<file path="config.mk">
export PLATFORM = sky130hd
export DESIGN_NAME = dmem_arbiter
export DESIGN_NICKNAME = d
export VERILOG_FILES = /design/src/rtl/dmem_arbiter_pkg.sv /design/src/rtl/dmem_arbiter_sat_counter.sv /design/src/rtl/dmem_arbiter.sv
export SDC_FILE = /design/constraint.sdc
export NUM_CORES = 1
export LEC_CHECK = 0
export CAP_MARGIN = 15
export CORE_AREA = 2 2 93 95
export DETAILED_ROUTE_END_ITERATION = 6
export DIE_AREA = 0 0 95 97
export GPL_ROUTABILITY_DRIVEN = 1
export GPL_TIMING_DRIVEN = 0
export PLACE_DENSITY = 0.76
export SLEW_MARGIN = 20
export SYNTH_ARGS = -nofsm -noshare
export SYNTH_HDL_FRONTEND = slang
export SYNTH_SLANG_ARGS = --single-unit
</file>
<file path="constraint.sdc">
create_clock -name clk -period 2.2 [get_ports clk]
set_input_delay 0.55 -clock clk [delete_from_list [all_inputs] [get_ports clk]]
set_output_delay 0.55 -clock clk [all_outputs]
set_load 0.01 [all_outputs]
</file>
<file path="src/rtl/dmem_arbiter_pkg.sv">
// -----------------------------------------------------------------------------
// dmem_arbiter_pkg
// Shared types for the data-memory arbiter.
//   dmem_arb_state_t : arbiter FSM states (IDLE, ACK)
//   dmem_req_t       : one memory request bus (rd, wr, addr, wdata, func3).
//                      The same shape is used for the core, ext and mem buses.
//   DMEM_DATA_W / DMEM_ADDR_W size the request struct; the arbiter's
//   DATA_W / DM_ADDRESS parameters default to these and are expected to match.
// -----------------------------------------------------------------------------
package dmem_arbiter_pkg;

   localparam int DMEM_DATA_W = 32;
   localparam int DMEM_ADDR_W = 9;

   typedef enum logic {
      IDLE = 1'b0,
      ACK  = 1'b1
   } dmem_arb_state_t;

   typedef struct packed {
      logic                   rd;
      logic                   wr;
      logic [DMEM_ADDR_W-1:0] addr;
      logic [DMEM_DATA_W-1:0] wdata;
      logic [2:0]             func3;
   } dmem_req_t;

   // Width needed to hold 0..max_val inclusive.
   function automatic int sat_cnt_width(input int max_val);
      return (max_val < 1) ? 1 : $clog2(max_val + 1);
   endfunction

endpackage

</file>
<file path="src/rtl/dmem_arbiter_sat_counter.sv">
// -----------------------------------------------------------------------------
// sat_counter
// Up-counter that saturates at MAX. Clear has priority over increment.
// Used by dmem_arbiter to count how long the ext port has been waiting.
// Ports:
//   clk, reset   clock, synchronous active-high reset (count -> 0)
//   inc          increment by one unless already at MAX
//   clr          clear to zero
//   count        current value
// -----------------------------------------------------------------------------
module sat_counter
   import dmem_arbiter_pkg::*;
#(
   parameter int WIDTH = sat_cnt_width(8),
   parameter int MAX   = 8
) (
   input  logic             clk,
   input  logic             reset,
   input  logic             inc,
   input  logic             clr,
   output logic [WIDTH-1:0] count
);

   localparam logic [WIDTH-1:0] MAX_VAL = WIDTH'(MAX);

   logic [WIDTH-1:0] count_reg;
   logic [WIDTH-1:0] count_next;

   always_comb begin
      count_next = count_reg;
      if (clr) begin
         count_next = '0;
      end else if (inc && (count_reg != MAX_VAL)) begin
         count_next = count_reg + 1'b1;
      end
   end

   always_ff @(posedge clk) begin
      if (reset) begin
         count_reg <= '0;
      end else begin
         count_reg <= count_next;
      end
   end

   assign count = count_reg;

endmodule

</file>
<file path="src/rtl/dmem_arbiter.sv">
// -----------------------------------------------------------------------------
// dmem_arbiter
// Shares the single data memory between the pipeline MEM stage (core port,
// priority) and an external loader/debug port (ext port).
//
// Build option: define DMEM_ARB_STARVE_EN to build the starvation counter.
// With it, an ext request that has waited STARVE_MAX cycles is forced in
// over a core access and the pipeline is stalled for that one cycle.
// Without it the core has strict priority and core_stall is tied low.
//
// Ports:
//   clk, reset                  clock, synchronous active-high reset
//   core_rd/wr/addr/wdata/func3 MEM-stage access (0-cycle pass-through)
//   core_rdata                  load data, combinational from mem_rdata
//   core_stall                  hold IF..MEM this cycle; core access dropped
//   ext_req/we/addr/wdata/func3 ext request, held until ext_ack
//   ext_ack, ext_rdata          one-cycle completion pulse + captured data
//   mem_rd/wr/addr/wdata/func3  to datamemory
//   mem_rdata                   from datamemory (combinational read)
// -----------------------------------------------------------------------------
module dmem_arbiter
   import dmem_arbiter_pkg::*;
#(
   parameter int DATA_W     = DMEM_DATA_W,
   parameter int DM_ADDRESS = DMEM_ADDR_W,
   parameter int STARVE_MAX = 8
) (
   input  logic                  clk,
   input  logic                  reset,
   // core (MEM stage)
   input  logic                  core_rd,
   input  logic                  core_wr,
   input  logic [DM_ADDRESS-1:0] core_addr,
   input  logic [DATA_W-1:0]     core_wdata,
   input  logic [2:0]            core_func3,
   output logic [DATA_W-1:0]     core_rdata,
   output logic                  core_stall,
   // ext port
   input  logic                  ext_req,
   input  logic                  ext_we,
   input  logic [DM_ADDRESS-1:0] ext_addr,
   input  logic [DATA_W-1:0]     ext_wdata,
   input  logic [2:0]            ext_func3,
   output logic                  ext_ack,
   output logic [DATA_W-1:0]     ext_rdata,
   // datamemory
   output logic                  mem_rd,
   output logic                  mem_wr,
   output logic [DM_ADDRESS-1:0] mem_addr,
   output logic [DATA_W-1:0]     mem_wdata,
   output logic [2:0]            mem_func3,
   input  logic [DATA_W-1:0]     mem_rdata
);

   if ((STARVE_MAX < 1) || (STARVE_MAX > 255)) begin : g_bad_starve_max
      $error("dmem_arbiter: STARVE_MAX must be in 1..255");
   end

   dmem_arb_state_t state_reg;
   dmem_arb_state_t state_next;

   dmem_req_t   core_bus;
   dmem_req_t   ext_bus;
   dmem_req_t   mem_bus;

   logic        core_act;
   logic        ext_grant;
   logic        force_grant;
   logic [DATA_W-1:0] ext_rdata_reg;

   assign core_act = core_rd | core_wr;

   // Both rd and wr from the core are forwarded as-is, even if both are set.
   assign core_bus = '{rd: core_rd, wr: core_wr, addr: core_addr,
                       wdata: core_wdata, func3: core_func3};
   assign ext_bus  = '{rd: !ext_we, wr: ext_we, addr: ext_addr,
                       wdata: ext_wdata, func3: ext_func3};

`ifdef DMEM_ARB_STARVE_EN
   localparam int CNT_W = sat_cnt_width(STARVE_MAX);

   logic [CNT_W-1:0] wait_cnt;
   logic             wait_inc;
   logic             wait_clr;

   // Counts IDLE cycles in which ext is asking but loses. It holds in ACK
   // (ext cannot be granted there anyway) and restarts once ext gets in or
   // drops its request.
   assign wait_inc = (state_reg == IDLE) && ext_req && !ext_grant;
   assign wait_clr = ext_grant || !ext_req;

   sat_counter #(
      .WIDTH (CNT_W),
      .MAX   (STARVE_MAX)
   ) u_wait_cnt (
      .clk   (clk),
      .reset (reset),
      .inc   (wait_inc),
      .clr   (wait_clr),
      .count (wait_cnt)
   );

   // Only relevant when the core is active; otherwise ext wins without force.
   assign force_grant = !reset && (state_reg == IDLE) && ext_req && core_act
                        && (wait_cnt == CNT_W'(STARVE_MAX));
`else
   assign force_grant = 1'b0;
`endif

   // ---------------------------------------------------------------- state reg
   always_ff @(posedge clk) begin
      if (reset) begin
         state_reg <= IDLE;
      end else begin
         state_reg <= state_next;
      end
   end

   // ---------------------------------------------------------------- next state
   always_comb begin
      state_next = state_reg;
      case (state_reg)
         IDLE:    if (ext_grant) state_next = ACK;
         ACK:     state_next = IDLE;
         default: state_next = IDLE;
      endcase
   end

   // ---------------------------------------------------------------- outputs
   always_comb begin
      ext_grant  = 1'b0;
      core_stall = 1'b0;
      ext_ack    = 1'b0;
      mem_bus    = '0;

      if (!reset) begin
         ext_ack    = (state_reg == ACK);
         ext_grant  = (state_reg == IDLE) && ext_req && (!core_act || force_grant);
         core_stall = force_grant;

         if (ext_grant) begin
            mem_bus = ext_bus;
         end else if (core_act) begin
            mem_bus = core_bus;
         end
      end
   end

   // Ext read data is captured in the grant cycle (also on writes, where the
   // value is meaningless) and held until the next grant.
   always_ff @(posedge clk) begin
      if (reset) begin
         ext_rdata_reg <= '0;
      end else if (ext_grant) begin
         ext_rdata_reg <= mem_rdata;
      end
   end

   assign ext_rdata  = ext_rdata_reg;
   assign core_rdata = mem_rdata;

   assign mem_rd    = mem_bus.rd;
   assign mem_wr    = mem_bus.wr;
   assign mem_addr  = mem_bus.addr;
   assign mem_wdata = mem_bus.wdata;
   assign mem_func3 = mem_bus.func3;

endmodule
</file>
==> impl_results.md, run 1 <==
* CTS root buf: clkbuf_8
* Failing checks: negative setup slack
* Yosys top cell area share at 0.289
* Post-route minimum period at 2.24 ns
* Syn nets at 368
* DRC marker count from the first detailed-route iteration at 48
* Initial Utilization at 0.281
* Switching Fraction at 0.276
* Gr usage total at 0.200
* Fill cells at between 700 and 800
* CTS buffer count at 5
* DRC at 0
* Drt pass-1 iters at 4
* Reg2Reg Depth at 8
* Gate count after technology mapping at ~240
* Final setup viols at 10
* Ant diodes at 0
* Via count at around 2800
* Net switching power at 492 uW
* P_int at ~1.3 mW
* WL per Instance at around 17 um
* Gate power share at 0.401
* Hold slack at 0.475 ns
* Chip height at slightly below 100 um
* Post-DP Area at 0.00478 mm^2
* IO buf count at roughly 240
* Top post-synthesis cells by area: dfxtp_1, a32o_1, nand2b_1
* Initial antenna violation count at 0
* CTS tree: yes
* Leakage power at around 2 nW
* Final max-slew violation count at 0
* Worst Setup End Kind: primary output
* Peak supply drop at ~260 uV
* Post-Layout Inst Area at ~0.0048 mm^2
* CTS H-tree lvls at 2
* Worst EP arrival at 1.69 ns
* Setup ws final at -0.0407 ns
* Mean post-synth cell area at about 9.5 um^2
* First-pass GRT wire length at 14600 um
* Crit Path Category: in2out
* Pwr/cell area at ~370 mW/mm^2
* Clock latency on the worst-skew pair at ~0.28 ns
* WL final at between 9000 and 10000 um
* Final worst-path cycle share at 1.02
* Cts hold-fix bufs at 0
* RSZ-0062 raised after global routing: yes
* Layout area overhead at 108%
* Sequential share of power at 0.353
* Post-Syn Area at roughly 0.0023 mm^2
* Outcome: complete, but fails checks
* Antenna-violating nets left at 0
* Die X at about 95 um
* Global placer's final weighted congestion at roughly 0.84
* Synth unique cells at 17
* Max FO, Critical Path at 5
* Fin. Hold Viols at 0
* Yosys top cell by area: dfxtp_1
* CTS sink count at 33
* CTS max path bufs at 2
* Setup tns final at -0.292 ns
* Number of global-route vias before repair at 2815
* Hold Crit Depth at 2
* Yosys warns at 0
* Core Area at approximately 0.0081 mm^2
* Sequential area share after synthesis at 0.289
* Via-to-Cell Ratio at 4.66
* Startpoint Class: input pin
* Num rows at 33
* Clock share of power at 0.246
* DIE AREA at just over 0.009 mm^2
* Final #Nets at 620
* Max capacitance violation total at 0
* Max FFs per register at 32
* Worst EP required at between 1.5 and 2 ns
* GRT overflow at 0
* Worst hold path type: reg2reg
* Share of cells above drive strength 1 at 0.253
* I/O Pins at 238
* DP Wirelength at 7760 um
* Max frequency at 0.446 GHz
* Largest net degree at the start of global routing at 11
* CTS clk-pin slew, worst paths at ~0.070 ns
* Post-synthesis register bit count at 33
* Pre-CTS setup slack at -1.03 ns
* Clk_skew at roughly 0.0042 ns
[cell usage in the layout, fill, tap and decap left out, drive strengths merged]
cell type,count
o21ba,1
nand2b,64
a22o,2
nor2b,2
dfxtp,33
buf,108
dlygate4sd2,32
clkbuf,16
nor2,1
clkinv,2
clkdlybuf4s50,154
and2,1
nor4b,1
conb,1
mux2i,32
inv,1
a32o,44
[path summary, 6_finish.rpt]
check / startpoint / end / slack [ns]
worst max-delay path: core_rd / mem_wdata[15] / -0.04
worst min register to register: ext_rdata[18] / ext_rdata[18] / 0.47
worst max register to register: state_reg / ext_rdata[1] / 0.54
worst min-delay path: ext_rdata[18] / ext_rdata[18] / 0.47
[cells in the mapped netlist]
cell type and count:
mux2i_1 32, inv_1 1, nor4b_2 1, dfxtp_1 33, buf_4 36, buf_12 1
clkbuf_1 11, nor2b_1 2, a32o_1 44, nand2b_1 64, and2_1 1, a22o_1 2
buf_2 10, nor2_1 1, buf_6 1, o21ba_2 1, conb_1 1
[cell families (layout without fill, tap and decap cells)]
group / Yosys count / count (layout) / synth area share
AND/OR/NAND/NOR: 69 / 69 / 0.191
buffers and inverters: 60 / 313 / 0.173
AO/OA/AOI/OAI: 47 / 47 / 0.205
flip-flops: 33 / 33 / 0.289
multiplexers: 32 / 32 / 0.140
other: 1 / 1 / 0.00164
[area by class of cell]
type / instances / area [um^2] / area share
timing repair buffer: 249 / 2230 / 0.468
multi-input combinational: 149 / 1250 / 0.262
sequential: 33 / 662 / 0.139
buffer: 55 / 405 / 0.0851
tap: 105 / 131 / 0.0276
clock buffer: 6 / 72.6 / 0.0152
clock inverter: 2 / 10.0 / 0.00210
inverter: 1 / 3.75 / 0.000788
[power groups by stage]
stage               Combinational [mW]  Clock, mW  Sequential (mW)
finish                           0.714      0.438            0.629
global route                     0.759      0.483            0.631
CTS                              0.713      0.464            0.629
detailed placement               0.758          0            0.642
global placement                 0.754          0            0.641
floorplan                        0.262          0            0.651
[through the flow]
step / instances / utilization / total power [mW]
2_1_floorplan: 242 / - / 0.913
3_3_place_gp: 583 / 0.588 / 1.40
3_5_place_dp: 583 / 0.588 / 1.40
4_1_cts: 600 / 0.585 / 1.81
5_1_grt: 600 / 0.586 / 1.87
6_report: 600 / 0.586 / 1.78
[what timing repair did]
item / in CTS / in global routing
pin swaps: 7 / 10
endpoints found under the setup margin: 79 / 42
buffers inserted: 9 / 3
gates resized for setup: 261 / 15
cloned: 1 / 0
[layer usage]
layer	wire, um	GRT usage
met1	3770	0.218
met2	4930	0.358
met3	979	0.0639
met4	234	0.0658
met5	0	0
[worst max-delay path: stages]
cell and delay [ns]:
buf_8 0.10, nor4b_4 0.25, buf_4 0.17, buf_6 0.11
buf_6 0.10, buf_6 0.11, a32o_1 0.16, buf_2 0.13
Power figures use the tool's default switching activity.
==> run 2, diff against run 1 <==
--- a/config.mk
+++ b/config.mk
@@ -17,2 +17,3 @@
 export SYNTH_HDL_FRONTEND = slang
+export SYNTH_HIERARCHICAL = 1
 export SYNTH_SLANG_ARGS = --single-unit
==> constraint.sdc (replaced) <==
create_clock -name clk -period 2.2 [get_ports clk]
set_input_delay 0.44 -clock clk [delete_from_list [all_inputs] [get_ports clk]]
set_output_delay 0.44 -clock clk [all_outputs]
set_load 0.01 [all_outputs]
==> impl_results.md, run 2 <==
* Outcome: finished clean
* Mean post-synth cell area at around 9.5 um^2
* WL met3 at between 1000 and 1500 um
* Via count at 2778
* RSZ-0062 raised after global routing: no
* Post-Syn Area at roughly 0.0023 mm^2
* CTS max path bufs at 2
* CTS H-tree lvls at 2
* Layout area overhead at 108%
* Count leader, synth: nand2b_1
* CTS clk-pin slew, worst paths at ~0.060 ns
* Die X at about 95 um
* Highest Signal Layer: met4
* Largest net degree at the start of global routing at 11
* Post-synthesis register bit count at 33
* Via-to-Cell Ratio at 4.66
* Met2 wire len at 4780 um
* Commonest cells after routing, fill and taps aside: clkdlybuf4s50_1, nand2b_1, buf_4
* EDFF count, synth at 0
* Num rows at 33
* Startpoint Class: flip-flop
* Pwr Total at 1.79 mW
* Max frequency at ~0.5 GHz
* Placed Instances at between 500 and 600
* Gr usage total at 0.199
* Max capacitance violation total at 0
* Synth Flop Type: dfxtp_1
* Worst Setup End Kind: primary output
* Antenna-violating nets left at 0
* Pwr/cell area at between 300 and 400 mW/mm^2
* Max FFs per register at 32
* Sequential area share after synthesis at 0.289
* WL per Instance at approximately 16 um
* Clock latency on the worst-skew pair at 0.28 ns
* Post-route minimum period at between 2 and 2.5 ns
* IO buf count at approximately 240
* Cts hold-fix bufs at 0
* Fin. Hold Viols at 0
* Routed length on met1 at ~3600 um
* I/O Pins at 238
* Worst hold path type: reg2reg
* Clk_skew at between 0.004 and 0.005 ns
* Setup ws final at 0.146 ns
* CTS sink count at 33
* Share of cells above drive strength 1 at 0.239
* Final worst-path cycle share at 0.934
* Global placer's final weighted congestion at 0.841
* Initial Utilization at 0.281
* First-pass GRT wire length at 14500 um
* DIE AREA at between 0.009 and 0.01 mm^2
* Number of global-route vias before repair at around 2800
* Worst EP required at about 1.8 ns
* GRT overflow at 0
* Core Area at 0.00813 mm^2
* Final setup viols at 0
* Crit Path Category: reg2out
* Yosys top cell by area: dfxtp_1
* Post-DP Area at around 0.0048 mm^2
* Final max-slew violation count at 0
* Final #Nets at between 600 and 700
* CTS tree: yes
* CTS buffer count at 5
* Yosys warns at 6
* Fin cells at between 500 and 600
* DP Wirelength at 7760 um
* Worst EP arrival at 1.61 ns
* Top post-synthesis cells by area: dfxtp_1, a32o_1, nand2b_1
* Initial antenna violation count at 1
* Synth cell count leaders: nand2b_1, a32o_1, buf_4, dfxtp_1, mux2i_1
* CTS root buf: clkbuf_8
* Chip height at 97 um
* Peak supply drop at ~260 uV
* Max FO, Critical Path at 10
* Most common cell after layout, fill and taps aside: clkdlybuf4s50_1
* Drt pass-1 iters at 4
* Syn nets at 368
* Asr flop ratio synth at 0
* Post-Layout Inst Area at approximately 0.0048 mm^2
* WL final at around 10000 um
* Gate count after technology mapping at between 200 and 250
* DRC at 0
* Leakage power at about 1.9 nW
* DRC marker count from the first detailed-route iteration at 71
* Yosys top cell area share at 0.289
* Pre-CTS setup slack at -0.810 ns
* Synth unique cells at 17
-- run 2: path summary, 6_finish.rpt --
kind	from	end	slack, ns	depth (start not counted)
worst max-delay path	state_reg	mem_wdata[16]	0.15	5
worst min-delay path	ext_rdata[18]	ext_rdata[18]	0.47	2
worst max register to register	state_reg	ext_rdata[30]	0.63	5
worst min register to register	ext_rdata[18]	ext_rdata[18]	0.47	2
-- run 2: layout make-up --
cell class | count | area, um^2
fillers | 760 | 3380
repair buffers | 244 | 2220
multi-input cells | 149 | 1240
flip-flops and latches | 33 | 662
plain buffers | 55 | 409
well taps | 105 | 131
clock buffers | 6 | 72.6
clock inverters | 2 | 10.0
inverters | 1 | 3.75
diodes | 1 | 2.50
-- run 2: report_power, final --
group | total (mW) | switching, mW | internal (mW)
Combinational | 0.721 | 0.259 | 0.462
Clock | 0.437 | 0.217 | 0.219
Sequential | 0.629 | 0.0106 | 0.618
Total | 1.79 | 0.488 | 1.30
-- run 2: what timing repair did --
action / CTS / global route
pin swaps: 6 / 3
setup buffers: 7 / 1
cloned: 1 / 0
resized for setup: 205 / 16
endpoints found under the setup margin: 47 / 47
hold endpoints to repair: 0 / 0
-- run 2: critical path, stage by stage, from the launching register on --
cell and delay [ns]:
dfxtp_2 0.33, nor4b_4 0.36, buf_4 0.17, buf_6 0.13
a32o_1 0.18, buf_2 0.16
-- run 2: stage by stage --
stage	utilization	hold WS [ns]	TNS (ns)
6_report	0.584	0.474	0
5_1_grt	0.584	0.496	0
4_1_cts	0.589	0.479	0
3_5_place_dp	0.588	0.463	-33.26
3_3_place_gp	0.588	0.457	-32.78
2_1_floorplan	-	0.493	0
-- run 2: cells by family (layout without fill, tap and decap cells) --
group                  count (synthesis)  count (layout)  synth area share
AND/OR/NAND/NOR                       69              69             0.191
multiplexers                          32              32             0.140
AO/OA/AOI/OAI                         47              47             0.205
buffers and inverters                 60             308             0.173
flip-flops                            33              33             0.289
other                                  1               2           0.00164
-- run 2: metal layers --
metal | up-vias | track usage
met5 | - | 0
met4 | 0 | 0.0613
met3 | 17 | 0.0678
met2 | 145 | 0.356
met1 | 1276 | 0.216
li1 | 1340 | -
